## src/rtl/bmp_ram_arbiter_pkg.sv

```systemverilog
// bmp_ram_arbiter_pkg: shared definitions for the BMP image RAM arbiter.
// Holds the default widths, the default grant-length limit and the arbiter
// FSM state encoding.
package bmp_ram_arbiter_pkg;

  localparam int DEF_NUM_REQ    = 4;
  localparam int DEF_BYTE_WIDTH = 8;
  localparam int DEF_ADDR_WIDTH = 20;
  localparam int DEF_MAX_HOLD   = 1024;
  localparam int ID_WIDTH       = 3;

  typedef enum logic [1:0] {
    ST_IDLE    = 2'd0,
    ST_GRANT   = 2'd1,
    ST_RELEASE = 2'd2
  } arb_state_e;

endpackage

```

## src/rtl/bmp_ram_arbiter_rr_pick.sv

```systemverilog
// rr_pick: combinational round-robin picker. The winner is the first set
// request bit at or above ptr_i, otherwise the lowest set bit overall,
// which is the same as searching upward from ptr_i modulo NUM_REQ.
module rr_pick
  import bmp_ram_arbiter_pkg::*;
#(
  parameter int NUM_REQ = DEF_NUM_REQ,
  parameter int PTR_W   = 2
) (
  input  logic [NUM_REQ-1:0] req_i,
  input  logic [PTR_W-1:0]   ptr_i,
  output logic [NUM_REQ-1:0] win_onehot_o,
  output logic [PTR_W-1:0]   win_idx_o,
  output logic               win_valid_o
);

  localparam logic [NUM_REQ-1:0] ONE_LSB = {{(NUM_REQ-1){1'b0}}, 1'b1};

  logic [PTR_W-1:0] idx_any_s;
  logic [PTR_W-1:0] idx_hi_s;
  logic             hit_hi_s;
  logic             hi_s;

  // Scan downward so the lowest qualifying index is the one left standing.
  always_comb begin
    idx_any_s = {PTR_W{1'b0}};
    idx_hi_s  = {PTR_W{1'b0}};
    hit_hi_s  = 1'b0;
    hi_s      = 1'b0;
    for (int j = NUM_REQ - 1; j >= 0; j--) begin
      hi_s      = req_i[j] && (j >= int'(ptr_i));
      idx_any_s = req_i[j] ? PTR_W'(j) : idx_any_s;
      idx_hi_s  = hi_s ? PTR_W'(j) : idx_hi_s;
      hit_hi_s  = hit_hi_s | hi_s;
    end
    win_valid_o  = |req_i;
    win_idx_o    = hit_hi_s ? idx_hi_s : idx_any_s;
    win_onehot_o = win_valid_o ? (ONE_LSB << win_idx_o) : {NUM_REQ{1'b0}};
  end

endmodule

```

## src/rtl/bmp_ram_arbiter.sv

```systemverilog
// bmp_ram_arbiter: round-robin owner of the shared byte-wide BMP image RAM.
// One stage at a time holds a registered one-hot grant; its strobes, address
// and write data are muxed onto the RAM port. Every grant is followed by a
// one-cycle RELEASE turnaround before the next arbitration.
// Optional feature macro: ARB_TIMEOUT_EN (revoke a grant after MAX_HOLD
// cycles and report it through timeout/timeout_id).
module bmp_ram_arbiter
  import bmp_ram_arbiter_pkg::*;
#(
  parameter int NUM_REQ    = DEF_NUM_REQ,
  parameter int BYTE_WIDTH = DEF_BYTE_WIDTH,
  parameter int ADDR_WIDTH = DEF_ADDR_WIDTH,
  parameter int MAX_HOLD   = DEF_MAX_HOLD
) (
  input  logic                          clk,
  input  logic                          rst,
  input  logic [NUM_REQ-1:0]            req,
  input  logic [NUM_REQ-1:0]            req_ren,
  input  logic [NUM_REQ-1:0]            req_wen,
  input  logic [NUM_REQ*ADDR_WIDTH-1:0] req_addr,
  input  logic [NUM_REQ*BYTE_WIDTH-1:0] req_wdata,
  input  logic [BYTE_WIDTH-1:0]         RAM_out,
  output logic [NUM_REQ-1:0]            gnt,
  output logic [BYTE_WIDTH-1:0]         rdata,
  output logic                          RAM_ren,
  output logic                          RAM_wen,
  output logic [ADDR_WIDTH-1:0]         RAM_addr,
  output logic [BYTE_WIDTH-1:0]         RAM_in,
  output logic                          busy,
  output logic                          timeout,
  output logic [ID_WIDTH-1:0]           timeout_id
);

  localparam int PTR_W = $clog2(NUM_REQ);

  arb_state_e         state_q, state_d;
  logic [PTR_W-1:0]   ptr_q, ptr_d;
  logic [PTR_W-1:0]   gidx_q, gidx_d;
  logic [NUM_REQ-1:0] gnt_q, gnt_d;
  logic               busy_q, busy_d;

  logic [NUM_REQ-1:0] pick_oh_s;
  logic [PTR_W-1:0]   pick_idx_s;
  logic               pick_valid_s;
  logic [PTR_W-1:0]   nxt_idx_s;
  logic               req_g_s;
  logic               hold_hit_s;

  rr_pick #(
    .NUM_REQ (NUM_REQ),
    .PTR_W   (PTR_W)
  ) u_pick (
    .req_i        (req),
    .ptr_i        (ptr_q),
    .win_onehot_o (pick_oh_s),
    .win_idx_o    (pick_idx_s),
    .win_valid_o  (pick_valid_s)
  );

  // Request bit of the current owner; only meaningful while gnt_q is set.
  assign req_g_s   = req[gidx_q];
  // Rotation point after the current owner leaves.
  assign nxt_idx_s = (gidx_q == PTR_W'(NUM_REQ - 1)) ? {PTR_W{1'b0}} : gidx_q + PTR_W'(1);

`ifdef ARB_TIMEOUT_EN
  localparam int HOLD_W = (MAX_HOLD > 1) ? $clog2(MAX_HOLD) : 1;

  logic [HOLD_W-1:0]   hold_q, hold_d;
  logic                timeout_q, timeout_d;
  logic [ID_WIDTH-1:0] timeout_id_q, timeout_id_d;

  assign hold_hit_s = (state_q == ST_GRANT) && req_g_s && (hold_q == HOLD_W'(MAX_HOLD - 1));

  // Hold counter is zero outside GRANT and counts each GRANT cycle.
  always_comb begin
    hold_d       = (state_q == ST_GRANT) ? hold_q + HOLD_W'(1) : {HOLD_W{1'b0}};
    timeout_d    = hold_hit_s;
    timeout_id_d = hold_hit_s ? ID_WIDTH'(gidx_q) : timeout_id_q;
  end

  // Timeout bookkeeping registers.
  always_ff @(posedge clk) begin
    if (rst) begin
      hold_q       <= {HOLD_W{1'b0}};
      timeout_q    <= 1'b0;
      timeout_id_q <= {ID_WIDTH{1'b0}};
    end else begin
      hold_q       <= hold_d;
      timeout_q    <= timeout_d;
      timeout_id_q <= timeout_id_d;
    end
  end

  assign timeout    = timeout_q;
  assign timeout_id = timeout_id_q;
`else
  assign hold_hit_s = 1'b0;
  assign timeout    = 1'b0;
  assign timeout_id = {ID_WIDTH{1'b0}};
`endif

  // Arbitration FSM: next state, grant, owner index and rotation pointer.
  always_comb begin
    state_d = state_q;
    ptr_d   = ptr_q;
    gidx_d  = gidx_q;
    gnt_d   = gnt_q;
    case (state_q)
      ST_IDLE: begin
        if (pick_valid_s) begin
          state_d = ST_GRANT;
          gnt_d   = pick_oh_s;
          gidx_d  = pick_idx_s;
        end else begin
          gnt_d   = {NUM_REQ{1'b0}};
        end
      end
      ST_GRANT: begin
        if (!req_g_s || hold_hit_s) begin
          state_d = ST_RELEASE;
          gnt_d   = {NUM_REQ{1'b0}};
          ptr_d   = nxt_idx_s;
        end else begin
          gnt_d   = gnt_q;
        end
      end
      ST_RELEASE: begin
        state_d = ST_IDLE;
        gnt_d   = {NUM_REQ{1'b0}};
      end
      default: begin
        state_d = ST_IDLE;
        gnt_d   = {NUM_REQ{1'b0}};
      end
    endcase
    busy_d = |gnt_d;
  end

  // Arbitration state registers.
  always_ff @(posedge clk) begin
    if (rst) begin
      state_q <= ST_IDLE;
      ptr_q   <= {PTR_W{1'b0}};
      gidx_q  <= {PTR_W{1'b0}};
      gnt_q   <= {NUM_REQ{1'b0}};
      busy_q  <= 1'b0;
    end else begin
      state_q <= state_d;
      ptr_q   <= ptr_d;
      gidx_q  <= gidx_d;
      gnt_q   <= gnt_d;
      busy_q  <= busy_d;
    end
  end

  // RAM port mux from the registered grant; strobes also need the live req
  // so they fall in the same cycle the owner drops its request.
  always_comb begin
    if (|gnt_q) begin
      RAM_wen  = req_g_s & req_wen[gidx_q];
      RAM_ren  = req_g_s & req_ren[gidx_q] & ~req_wen[gidx_q];
      RAM_addr = req_addr[gidx_q*ADDR_WIDTH +: ADDR_WIDTH];
      RAM_in   = req_wdata[gidx_q*BYTE_WIDTH +: BYTE_WIDTH];
    end else begin
      RAM_wen  = 1'b0;
      RAM_ren  = 1'b0;
      RAM_addr = {ADDR_WIDTH{1'b0}};
      RAM_in   = {BYTE_WIDTH{1'b0}};
    end
  end

  assign gnt   = gnt_q;
  assign busy  = busy_q;
  assign rdata = RAM_out;

endmodule

```

## config.mk

```make
export PLATFORM = sky130hd
export DESIGN_NAME = bmp_ram_arbiter
export DESIGN_NICKNAME = d
export VERILOG_FILES = /design/src/rtl/bmp_ram_arbiter_pkg.sv /design/src/rtl/bmp_ram_arbiter_rr_pick.sv /design/src/rtl/bmp_ram_arbiter.sv
export SDC_FILE = /design/constraint.sdc
export NUM_CORES = 1
export LEC_CHECK = 0
export ABC_CLOCK_PERIOD_IN_PS = 3000
export CAP_MARGIN = 10
export CORE_AREA = 2 2 76 78
export DETAILED_ROUTE_END_ITERATION = 12
export DIE_AREA = 0 0 78 80
export PLACE_DENSITY = 0.95
export SYNTH_ARGS = -nofsm -noshare
export SYNTH_HDL_FRONTEND = slang
export SYNTH_SLANG_ARGS = --single-unit
```

## constraint.sdc

```tcl
create_clock -name clk -period 3 [get_ports clk]
set_input_delay 0.6 -clock clk [delete_from_list [all_inputs] [get_ports clk]]
set_output_delay 0.6 -clock clk [all_outputs]
set_load 0.005 [all_outputs]
```

=== Yosys cells after proc, flatten, opt, wreduce, memory -nomap -nowiden ===
Cells that the tools add are included.

* Magnitude comparators: 4
* Reductions and logical operators: 10
* Multipliers: 1
* Eq/ne operators: 4
* Shift operators: 3
* Bitwise logic cells: 8
* Multiplexer cells: 25
* Add/sub/neg operators: 1

{| class="wikitable"
|+ Operator list
! operator !! number
|-
| indexed part select 80 x 8 -> 20 bit || 1
|-
| indexed part select 32 x 6 -> 8 bit || 1
|-
| two-way mux 2 bit || 11
|-
| two-way mux 20 bit || 1
|-
| OR reduction 4 bit || 3
|-
| two-way mux 4 bit || 2
|-
| two-way mux 8 bit || 1
|-
| case mux 4 bit (2 select lines) || 1
|-
| binary-select mux 1 bit (select 2 bit) || 3
|-
| AND reduction 2 bit || 3
|-
| multiplier 2 x 3 -> 5 bit, second input constant || 1
|-
| two-way mux 1 bit || 5
|-
| >= comparator 1 x 2 -> 1 bit, first input constant || 2
|-
| != test 2 bit, second input constant || 2
|-
| case mux 2 bit (2 select lines) || 1
|-
| left shift 1 x 2 -> 4 bit, first input constant || 1
|-
| bitwise AND 1 bit || 3
|-
| logical AND 1 bit || 3
|-
| less-than comparator 2 x 3 -> 1 bit, second input constant || 1
|-
| bitwise OR 1 bit || 3
|-
| adder 2 x 1 -> 2 bit, second input constant || 1
|-
| == test 2 x 1 -> 1 bit, second input constant || 1
|-
| == test 2 bit, second input constant || 1
|-
| >= comparator 2 bit, first input constant || 1
|-
| 2 further kinds || 3
|}

* Input port bits: 134
* Register bits: 11
* Word-level logic and storage cells: 61

=== Depth between registers and ports, before layout ===
Gate-level depths: netlist of the first run.

* Depth after elaboration: 10
* Depth in mapped cells: 5
* Depth with buffers taken out: 4

=== Modules after synthesis ===
From an unflattened synthesis of the first run, not the netlist that was laid out.

* Cell total of the unflattened synthesis: 164
* Area total of the unflattened synthesis: 1741.7 sq um

{| class="wikitable"
|+ By module, submodules not included
! module !! cells an instance !! instances !! area each (sq um) !! sequential area each (sq um)
|-
| bmp_ram_arbiter || 132 || 1 || 1508.9 || 220.2
|-
| rr_pick || 32 || 1 || 232.7 || 0.0
|}

=== Worst setup path after synthesis of the first run ===
Ideal clock, no wire load.

* Path type: reg-to-output
* From: register gidx_q[0]
* To: output RAM_addr[0]
* Stages on the path, launching flop included: 5
* Required time: 2.400 ns
* Arrival: 1.394 ns
* Setup slack: 1.006 ns
* Buffers on the path: 2
* Cell sequence: dfxtp_1 buf_6 buf_2 mux4_2 nor2b_1

* Word-level cells in the longest chain between the ends: 3

{| class="wikitable"
|+ Ends and longest elaborated chain
! what !! line !! RTL
|-
| from (decl) || bmp_ram_arbiter.sv:38 || <nowiki>logic [PTR_W-1:0] gidx_q, gidx_d;</nowiki>
|-
| from (signal assigned) || bmp_ram_arbiter.sv:144 || <nowiki>gidx_q <= {PTR_W{1'b0}};</nowiki>
|-
| from (signal assigned) || bmp_ram_arbiter.sv:150 || <nowiki>gidx_q <= gidx_d;</nowiki>
|-
| multiplier 2 x 3 -> 5 bit || bmp_ram_arbiter.sv:162 || <nowiki>RAM_addr = req_addr[gidx_q*ADDR_WIDTH +: ADDR_WIDTH];</nowiki>
|-
| indexed part select 80 x 8 -> 20 bit || bmp_ram_arbiter.sv:162 ||
|-
| two-way mux 20 bit || bmp_ram_arbiter.sv:159 || <nowiki>if (|gnt_q) begin</nowiki>
|-
| to (decl) || bmp_ram_arbiter.sv:27 || <nowiki>output logic [ADDR_WIDTH-1:0] RAM_addr,</nowiki>
|}

Every way passes these cells.

=== Final worst setup path of the first run ===
* From: input req[3]
* To: output RAM_wen

* Word-level cells in the longest chain between the ends: 4

{| class="wikitable"
|+ Ends and longest elaborated chain
! what !! line !! RTL
|-
| from (decl) || bmp_ram_arbiter.sv:17 || <nowiki>input logic [NUM_REQ-1:0] req,</nowiki>
|-
| binary-select mux 1 bit (select 2 bit) || bmp_ram_arbiter.sv:61 || <nowiki>assign req_g_s = req[gidx_q];</nowiki>
|-
| two-way mux 1 bit (not written as such) || bmp_ram_arbiter.sv:61 ||
|-
| bitwise AND 1 bit || bmp_ram_arbiter.sv:160 || <nowiki>RAM_wen = req_g_s & req_wen[gidx_q];</nowiki>
|-
| two-way mux 1 bit || bmp_ram_arbiter.sv:159 ||
|-
| to (decl) || bmp_ram_arbiter.sv:26 || <nowiki>output logic RAM_wen,</nowiki>
|}

Every way passes these cells. The select of a mux whose other input is x is not followed.

==> metrics.txt, run 1 <==
# TYPE chip_impl_metric gauge
chip_impl_metric{name="area_occupied_by_multi_input_gates",unit="um2"} 1180
chip_impl_info{name="criticalPathCategory",value="input port to output pin"} 1
chip_impl_metric{name="placement_rows",unit=""} 27
chip_impl_metric{name="synth_area",unit="um2"} 1530
chip_impl_metric{name="layout.cells.non_filler",unit=""} 366
chip_impl_metric{name="route.layer.met1.wl",unit="mm"} 2.10
chip_impl_metric{name="finalWeightedCongestion",unit=""} 0.733
chip_impl_info{name="most_used_flip_flop_cell_after_synthesis",value="sky130_fd_sc_hd__dfxtp_1"} 1
chip_impl_metric{name="synthDistinctLibCells",unit=""} 30
chip_impl_metric{name="post_route_cells_drive_above_1_share",unit=""} 0.170
chip_impl_metric{name="vias",unit=""} 1770
chip_impl_metric{name="timing.fmax",unit="MHz"} 354
chip_impl_metric{name="crit_path_max_incr_delay",unit="ps"} 550
chip_impl_info{name="timing.critical_path.mode_cell",value="sky130_fd_sc_hd__clkdlybuf4s50_1"} 1
chip_impl_metric{name="synth.ff_latch_count",unit=""} 11
chip_impl_metric{name="slew_viol_final",unit=""} 0
chip_impl_metric{name="leakage",unit="nW"} 1.11
chip_impl_info{name="critical_path_cell_by_cell",value="clkdlybuf4s50_1 > mux4_2 > and3b_1 > clkdlybuf4s50_1"} 1
chip_impl_metric{name="cts_sinks",unit=""} 11
chip_impl_metric{name="number_of_buffers_inserted_for_hold_repair_after_clock_tree_synthesis",unit=""} 0
chip_impl_metric{name="drtAntennaViolNets",unit=""} 0
chip_impl_metric{name="n_fill_cell",unit=""} 464
chip_impl_metric{name="timing.critical_path.required",unit="ps"} 2400
chip_impl_info{name="hp-class",value="register to register"} 1
chip_impl_metric{name="vias_per_cell",unit=""} 4.84
chip_impl_metric{name="max-vdd-ir-drop",unit="mV"} 0.132
chip_impl_metric{name="cts_max_level",unit=""} 1
chip_impl_metric{name="effective_utilization_at_floorplan",unit=""} 0.284
chip_impl_metric{name="final.min_clock_period",unit="ps"} 2820
chip_impl_metric{name="number_of_buffers_and_inverters_on_the_critical_path",unit=""} 2
chip_impl_metric{name="yosysSeqAreaShare",unit=""} 0.144
chip_impl_metric{name="drt_first_pass_iters",unit=""} 6
chip_impl_metric{name="report.power.total",unit="mW"} 0.911
chip_impl_metric{name="dp_worst_setup_slack",unit="ps"} -23.4
chip_impl_metric{name="number_of_global_route_vias_before_repair",unit=""} 1886
chip_impl_metric{name="largest_net_degree_at_the_start_of_global_routing",unit=""} 21
chip_impl_metric{name="flow.area_growth_from_synthesis",unit="%"} 112
chip_impl_info{name="top_metal_layer_carrying_routed_signals",value="met4"} 1
chip_impl_metric{name="data_arrival_time_of_the_critical_path",unit="ps"} 2220
chip_impl_info{name="kind_of_cell_adding_the_most_delay_to_the_critical_path",value="buffers and inverters"} 1
chip_impl_metric{name="cts_made_buffers",unit=""} 3
chip_impl_metric{name="die-area",unit="um2"} 6240
chip_impl_metric{name="n_antenna_cell",unit=""} 0
chip_impl_metric{name="cellPowerDensity",unit="nW/um2"} 280
chip_impl_metric{name="groute.usage.overall",unit=""} 0.188
chip_impl_metric{name="critical_path.max_fanout",unit=""} 4
chip_impl_metric{name="pin_count",unit=""} 181
chip_impl_metric{name="clock_latency",unit="ps"} 240
chip_impl_metric{name="worstRegToRegCells",unit=""} 4
chip_impl_metric{name="drt-wirelength-per-cell",unit="um"} 16.8
chip_impl_metric{name="worst_setup_hold_path_clk_slew",unit="ps"} 50
chip_impl_metric{name="worst-r2r-setup-slack",unit="ps"} 1220
chip_impl_metric{name="grt_remaining_overflow",unit=""} 0
chip_impl_metric{name="synth-adder-area-share",unit=""} 0.00816
chip_impl_metric{name="hpwl",unit="mm"} 5.26
chip_impl_info{name="critPathLaunchType",value="input port"} 1
chip_impl_metric{name="clock_tree_skew_after_final_layout",unit="ps"} 2.25
chip_impl_metric{name="hold_path_depth",unit=""} 2
chip_impl_metric{name="clock_path_buffers",unit=""} 2
chip_impl_metric{name="post_synth_and_or_nand_nor_area_fraction",unit=""} 0.221
chip_impl_metric{name="core_region_area",unit="um2"} 5410
chip_impl_metric{name="ys_async_sr_fraction",unit=""} 0
chip_impl_metric{name="period_share",unit=""} 0.941
chip_impl_metric{name="postLayoutSetupSlackWorst",unit="ps"} 177
chip_impl_metric{name="place_inst",unit=""} 362
chip_impl_metric{name="met2WireLength",unit="mm"} 3.46
chip_impl_info{name="cts_root_buf",value="sky130_fd_sc_hd__clkbuf_8"} 1
chip_impl_metric{name="number_of_cells_on_the_critical_path",unit=""} 4
chip_impl_metric{name="synth-xor-area-share",unit=""} 0
chip_impl_metric{name="finalWirelength",unit="mm"} 6.13
chip_impl_metric{name="die_h",unit="um"} 80
chip_impl_metric{name="yosysWarningCount",unit=""} 0
chip_impl_metric{name="postSynthCellCount",unit=""} 138
chip_impl_metric{name="route.met3.wl",unit="um"} 460
chip_impl_metric{name="layout.nets",unit=""} 430
chip_impl_metric{name="antenna_found_initial",unit=""} 0
chip_impl_metric{name="reg_area",unit="um2"} 221
chip_impl_metric{name="port_buffers",unit=""} 160
chip_impl_info{name="cpMaxStageDelayCell",value="sky130_fd_sc_hd__mux4_2"} 1
chip_impl_metric{name="drc",unit=""} 0
chip_impl_metric{name="synth.avg_cell_area",unit="um2"} 11.1
chip_impl_info{name="cts_tree",value="done"} 1
chip_impl_metric{name="synth_area_in_compound_gates",unit=""} 0.0587
chip_impl_metric{name="drt_iter0_drc",unit=""} 32
chip_impl_metric{name="synth.area.mux_share",unit=""} 0.468
chip_impl_info{name="run_status",value="finished, final reports clean"} 1
chip_impl_metric{name="die_wd",unit="um"} 78
chip_impl_info{name="synth_top_family_by_area",value="multiplexers"} 1
chip_impl_metric{name="grt_pass1_wl",unit="mm"} 9.16
chip_impl_info{name="worstSetupEndpointType",value="output pin"} 1
chip_impl_metric{name="finalSetupViolations",unit=""} 0
chip_impl_metric{name="edff_count_synth",unit=""} 0
chip_impl_metric{name="timing.max_cap.violations",unit=""} 0
chip_impl_info{name="rsz_0062_raised_after_global_routing",value="false"} 1
chip_impl_metric{name="finalHoldViolations",unit=""} 0
## kinds of logic (layout without fill, tap and decap cells)
logic type,count (synthesis),count (layout)
AOI/OAI and AO/OA,12,12
adders and majority gates,1,1
buffers and inverters,25,178
DFF,11,11
muxes,33,33
other,1,4
and+or+nand+nor,55,55
## placed cells by master (no fill, tap or decap), types with 2 or more instances in the layout
| cell type | synthesis | final |
|---|---|---|
| sky130_fd_sc_hd__a21oi_1 | 3 | 3 |
| sky130_fd_sc_hd__a32o_1 | 2 | 2 |
| sky130_fd_sc_hd__buf_4 | 12 | 11 |
| sky130_fd_sc_hd__clkbuf_8 | 0 | 3 |
| sky130_fd_sc_hd__clkdlybuf4s50_1 | 0 | 159 |
| sky130_fd_sc_hd__conb_1 | 1 | 4 |
| sky130_fd_sc_hd__dfxtp_1 | 11 | 10 |
| sky130_fd_sc_hd__inv_1 | 2 | 2 |
| sky130_fd_sc_hd__mux2i_1 | 2 | 2 |
| sky130_fd_sc_hd__mux4_2 | 31 | 31 |
| sky130_fd_sc_hd__nand2_1 | 4 | 4 |
| sky130_fd_sc_hd__nand3b_1 | 2 | 2 |
| sky130_fd_sc_hd__nor2_1 | 7 | 7 |
| sky130_fd_sc_hd__nor2b_1 | 33 | 33 |
| sky130_fd_sc_hd__o21bai_1 | 2 | 2 |
| sky130_fd_sc_hd__o32ai_1 | 2 | 2 |
## power breakdown
| group | internal [mW] | total, mW | switching (mW) |
|---|---|---|---|
| registers | 0.160 | 0.179 | 0.0188 |
| clock network | 0.0935 | 0.151 | 0.0578 |
| logic | 0.406 | 0.581 | 0.175 |
## worst min-delay path: cells and delay by family, from the launching register on
kind	cells	cell delay, ps
flops	1	330
buf+inv	1	60
compound gates	1	50
## state kept, by name, indices dropped and copies added, names as in the netlist
signal and count:
gnt 4, ptr_q 2, busy 1, gidx_q 2, state_q 2
## layer usage
| layer | vias to the layer above | track usage |
|---|---|---|
| li1 | 836 | - |
| met1 | 833 | 0.200 |
| met2 | 90 | 0.368 |
| met3 | 11 | 0.0373 |
| met4 | 0 | 0.0596 |
| met5 | - | 0 |
## final cells by class
type,instances,share of cell area
Sequential cell,11,0.0682
Multi-Input combinational cell,105,0.364
Inverter,2,0.00231
Tap cell,72,0.0277
Timing Repair Buffer,172,0.524
Clock buffer,4,0.0139
## what timing repair did
action                     in CTS  in global routing
gates resized for setup         1                  0
setup endpoints to repair       1                  0
buffers inserted                0                  0
## path summary, 6_finish.rpt
| path | startpoint | to |
|---|---|---|
| max reg2reg | gidx_q[0]$_SDFFE_PP0P_ | ptr_q[0]$_SDFFE_PP0P_ |
| min | gnt[1]$_SDFF_PP0_ | gnt[1]$_SDFF_PP0_ |
| min reg2reg | gnt[1]$_SDFF_PP0_ | gnt[1]$_SDFF_PP0_ |
| max | req[3] | RAM_wen |
## Yosys cell counts, types with 3 or more instances
cell type,number,share of area
sky130_fd_sc_hd__nor2_1,7,0.017
sky130_fd_sc_hd__clkbuf_1,5,0.012
sky130_fd_sc_hd__mux4_2,31,0.46
sky130_fd_sc_hd__buf_4,12,0.059
sky130_fd_sc_hd__nand2_1,4,0.0098
sky130_fd_sc_hd__a21oi_1,3,0.0098
sky130_fd_sc_hd__nor2b_1,33,0.13
sky130_fd_sc_hd__buf_2,3,0.0098
sky130_fd_sc_hd__dfxtp_1,11,0.14
## per-stage QoR
stage                     utilization  hold slack (ps)  cell area [um2]  setup TNS (ps)
final                           0.601              493             3250               0
after global routing            0.601              501             3250               0
after CTS                       0.601              485             3250               0
after detailed placement        0.593              476             3200           -23.4
after global placement          0.593              478             3200               0
after floorplan                     -              461             1550               0
(Power assumes the default switching activity.)
==> run 2: changes to the inputs <==
--- a/config.mk
+++ b/config.mk
@@ -5,12 +5,15 @@
 export SDC_FILE = /design/constraint.sdc
 export NUM_CORES = 1
 export LEC_CHECK = 0
+export ABC_AREA = 1
 export ABC_CLOCK_PERIOD_IN_PS = 3000
 export CAP_MARGIN = 10
-export CORE_AREA = 2 2 76 78
+export CORE_AREA = 2 2 79 81
 export DETAILED_ROUTE_END_ITERATION = 12
-export DIE_AREA = 0 0 78 80
-export PLACE_DENSITY = 0.95
+export DIE_AREA = 0 0 81 83
+export PLACE_DENSITY = 0.94
+export REMOVE_ABC_BUFFERS = 1
+export SKIP_CTS_REPAIR_TIMING = 1
 export SYNTH_ARGS = -nofsm -noshare
 export SYNTH_HDL_FRONTEND = slang
 export SYNTH_SLANG_ARGS = --single-unit
==> metrics.txt, run 2 <==
# TYPE chip_impl_metric gauge
chip_impl_metric{name="effective_utilization_at_floorplan",unit=""} 0.295
chip_impl_metric{name="data_arrival_time_of_the_critical_path",unit="ps"} 2250
chip_impl_info{name="cts_tree",value="done"} 1
chip_impl_metric{name="power.net_switching",unit="mW"} 0.463
chip_impl_metric{name="synth.avg_cell_area",unit="um2"} 5.06
chip_impl_info{name="most_used_flip_flop_cell_after_synthesis",value="sky130_fd_sc_hd__dfxtp_1"} 1
chip_impl_metric{name="postSynthCellCount",unit=""} 339
chip_impl_metric{name="n_antenna_cell",unit=""} 0
chip_impl_metric{name="groute.usage.overall",unit=""} 0.196
chip_impl_metric{name="die_h",unit="um"} 83
chip_impl_metric{name="core_region_area",unit="um2"} 5820
chip_impl_info{name="cts_root_buf",value="sky130_fd_sc_hd__clkbuf_8"} 1
chip_impl_metric{name="largest_register_ffs",unit=""} 4
chip_impl_metric{name="cts_made_buffers",unit=""} 3
chip_impl_metric{name="post_route_cells_drive_above_1_share",unit=""} 0.0480
chip_impl_metric{name="switching_share",unit=""} 0.393
chip_impl_metric{name="leakage",unit="nW"} 1.37
chip_impl_metric{name="finalHoldViolations",unit=""} 0
chip_impl_metric{name="worst_setup_hold_path_clk_slew",unit="ps"} 50
chip_impl_metric{name="postLayoutSetupSlackWorst",unit="ps"} 155
chip_impl_metric{name="drc",unit=""} 0
chip_impl_metric{name="max-vdd-ir-drop",unit="mV"} 0.352
chip_impl_metric{name="synth_area",unit="um2"} 1710
chip_impl_metric{name="clock_power_share",unit=""} 0.122
chip_impl_info{name="worstSetupEndpointType",value="output pin"} 1
chip_impl_metric{name="drtAntennaViolNets",unit=""} 0
chip_impl_metric{name="edff_count_synth",unit=""} 0
chip_impl_metric{name="fin_util",unit=""} 0.576
chip_impl_metric{name="grt_pass1_wl",unit="mm"} 10.9
chip_impl_metric{name="clock_path_buffers",unit=""} 2
chip_impl_info{name="run_status",value="finished, final reports clean"} 1
chip_impl_metric{name="cellInternalPower",unit="mW"} 0.713
chip_impl_metric{name="synthDistinctLibCells",unit=""} 28
chip_impl_info{name="mostFrequentLayoutCell",value="sky130_fd_sc_hd__clkdlybuf4s50_1"} 1
chip_impl_metric{name="critical_path.max_fanout",unit=""} 4
chip_impl_metric{name="p_comb_frac",unit=""} 0.716
chip_impl_metric{name="drt_first_pass_iters",unit=""} 4
chip_impl_metric{name="power.sequential.fraction",unit=""} 0.162
chip_impl_metric{name="die_wd",unit="um"} 81
chip_impl_info{name="synth.most_common_cell",value="sky130_fd_sc_hd__nor2_1"} 1
chip_impl_metric{name="dp_worst_setup_slack",unit="ps"} 98.5
chip_impl_metric{name="finalWeightedCongestion",unit=""} 0.890
chip_impl_metric{name="timing.critical_path.required",unit="ps"} 2400
chip_impl_metric{name="yosysSeqAreaShare",unit=""} 0.128
chip_impl_metric{name="clock_latency",unit="ps"} 240
chip_impl_metric{name="clock_tree_skew_after_final_layout",unit="ps"} 3.94
chip_impl_metric{name="timing.max_cap.violations",unit=""} 0
chip_impl_info{name="synth_top_cell_by_area",value="sky130_fd_sc_hd__nor2_1"} 1
chip_impl_metric{name="flow.area_growth_from_synthesis",unit="%"} 95.5
chip_impl_metric{name="setup_tns",unit="ps"} 0
chip_impl_metric{name="cts_sinks",unit=""} 11
chip_impl_info{name="synth.top_cells.by_count",value="131 x sky130_fd_sc_hd__nor2_1, 56 x sky130_fd_sc_hd__o21ai_0, 38 x sky130_fd_sc_hd__a21oi_1, 27 x sky130_fd_sc_hd__nand2_1, 14 x sky130_fd_sc_hd__buf_4"} 1
chip_impl_info{name="final_cell_mix",value="158 x sky130_fd_sc_hd__clkdlybuf4s50_1, 131 x sky130_fd_sc_hd__nor2_1, 56 x sky130_fd_sc_hd__o21ai_0"} 1
chip_impl_metric{name="final.min_clock_period",unit="ps"} 2850
chip_impl_metric{name="drt-wirelength-per-cell",unit="um"} 12.9
chip_impl_info{name="rsz_0062_raised_after_global_routing",value="false"} 1
chip_impl_metric{name="grt_remaining_overflow",unit=""} 0
chip_impl_metric{name="finalSetupViolations",unit=""} 0
chip_impl_metric{name="vias",unit=""} 2711
chip_impl_metric{name="drt_iter0_drc",unit=""} 85
chip_impl_metric{name="cellPowerDensity",unit="nW/um2"} 351
chip_impl_metric{name="n_fill_cell",unit=""} 571
chip_impl_metric{name="synth.ff_latch_count",unit=""} 11
chip_impl_metric{name="fin_worst_hold_slack",unit="ps"} 537
chip_impl_metric{name="port_buffers",unit=""} 160
chip_impl_metric{name="finalWirelength",unit="mm"} 7.15
chip_impl_metric{name="layout.nets",unit=""} 615
chip_impl_metric{name="ys_async_sr_fraction",unit=""} 0
chip_impl_info{name="hp-class",value="register to register"} 1
chip_impl_metric{name="die-area",unit="um2"} 6720
chip_impl_metric{name="antenna_found_initial",unit=""} 0
chip_impl_metric{name="hpwl",unit="mm"} 5.61
chip_impl_info{name="ys_top_cells_by_area",value="sky130_fd_sc_hd__nor2_1 29%, sky130_fd_sc_hd__o21ai_0 16%, sky130_fd_sc_hd__dfxtp_1 13%"} 1
chip_impl_metric{name="number_of_global_route_vias_before_repair",unit=""} 2537
chip_impl_metric{name="slew_viol_final",unit=""} 0
chip_impl_metric{name="cts_max_level",unit=""} 1
chip_impl_metric{name="synth_top_area_share",unit=""} 0.287
chip_impl_metric{name="largest_net_degree_at_the_start_of_global_routing",unit=""} 33
chip_impl_metric{name="period_share",unit=""} 0.948
chip_impl_info{name="critPathLaunchType",value="input port"} 1
chip_impl_metric{name="timing.fmax",unit="MHz"} 351
chip_impl_metric{name="yosysWarningCount",unit=""} 0
chip_impl_info{name="criticalPathCategory",value="input port to output pin"} 1
chip_impl_metric{name="vias_per_cell",unit=""} 4.89
chip_impl_metric{name="pin_count",unit=""} 181
chip_impl_metric{name="placement_rows",unit=""} 28
==> run 2: cell types whose count changed in the layout (fill, tap and decap cells not counted), moves of 9 or more <==
cell / change
sky130_fd_sc_hd__nor2_1: +124
sky130_fd_sc_hd__o21ai_0: +55
sky130_fd_sc_hd__a21oi_1: +35
sky130_fd_sc_hd__nor2b_1: -33
sky130_fd_sc_hd__mux4_2: -31
sky130_fd_sc_hd__nand2_1: +23
sky130_fd_sc_hd__inv_1: +9
==> run 2: logic make-up (layout without fill, tap and decap cells) <==
kind of cell    after synthesis  in the layout  share of synthesized area
compound gates              105            105                      0.315
simple gates                172            172                      0.400
flops                        11             11                      0.128
fa+ha+maj                     1              1                    0.00730
buf+inv                      49            186                      0.147
other cells                   1              4                    0.00219
==> run 2: stage by stage <==
| step | total power [mW] | std cells | area (um2) |
|---|---|---|---|
| floorplan | 0.553 | 307 | 1530 |
| global placement | 1.01 | 550 | 3300 |
| detailed placement | 1.04 | 550 | 3300 |
| CTS | 1.18 | 554 | 3350 |
| global route | 1.28 | 554 | 3350 |
| finish | 1.18 | 554 | 3350 |
==> run 2: area by class of cell <==
cell class / instances / area (um2) / share of cell area
well taps: 75 / 93.8 / 0.0280
inverters: 14 / 52.6 / 0.0157
repair buffers: 168 / 1680 / 0.501
clock buffers: 4 / 45.0 / 0.0134
flip-flops and latches: 11 / 221 / 0.0661
multi-input cells: 282 / 1260 / 0.376
==> run 2: worst max-delay path, stage by stage <==
cell	delay [ps]
sky130_fd_sc_hd__clkdlybuf4s50_1	540
sky130_fd_sc_hd__nand2_1	80
sky130_fd_sc_hd__nand3_1	120
sky130_fd_sc_hd__nand2_1	80
sky130_fd_sc_hd__inv_1	80
sky130_fd_sc_hd__o21ai_0	90
sky130_fd_sc_hd__nor3_1	130
sky130_fd_sc_hd__clkdlybuf4s50_1	520
==> run 2: power groups by stage <==
stage / Clock, mW / Combinational, mW / Sequential [mW]
final: 0.144 / 0.842 / 0.190
after detailed placement: 0 / 0.843 / 0.193
after global routing: 0.154 / 0.932 / 0.193
after global placement: 0 / 0.820 / 0.191
after CTS: 0.144 / 0.849 / 0.190
after floorplan: 0 / 0.335 / 0.218
==> run 2: path summary, 6_finish.rpt <==
kind,start,to,slack (ps),depth (start not counted)
setup / recovery,req[0],RAM_ren,150,8
setup reg to reg,gidx_q[0]$_SDFFE_PP0P_,busy$_SDFF_PP0_,1360,9
hold / removal,gnt[1]$_SDFF_PP0_,gnt[1]$_SDFF_PP0_,540,2
hold reg to reg,gnt[1]$_SDFF_PP0_,gnt[1]$_SDFF_PP0_,540,2
==> run 2: routing by layer <==
| layer | part of all wire | global-route usage | vias up | wire [um] |
|---|---|---|---|---|
| met5 | 0 | 0 | - | 0 |
| met4 | 0.013 | 0.0370 | 0 | 95 |
| met3 | 0.091 | 0.0543 | 12 | 653 |
| met2 | 0.52 | 0.387 | 126 | 3710 |
| met1 | 0.38 | 0.199 | 1203 | 2700 |
| li1 | - | - | 1370 | - |
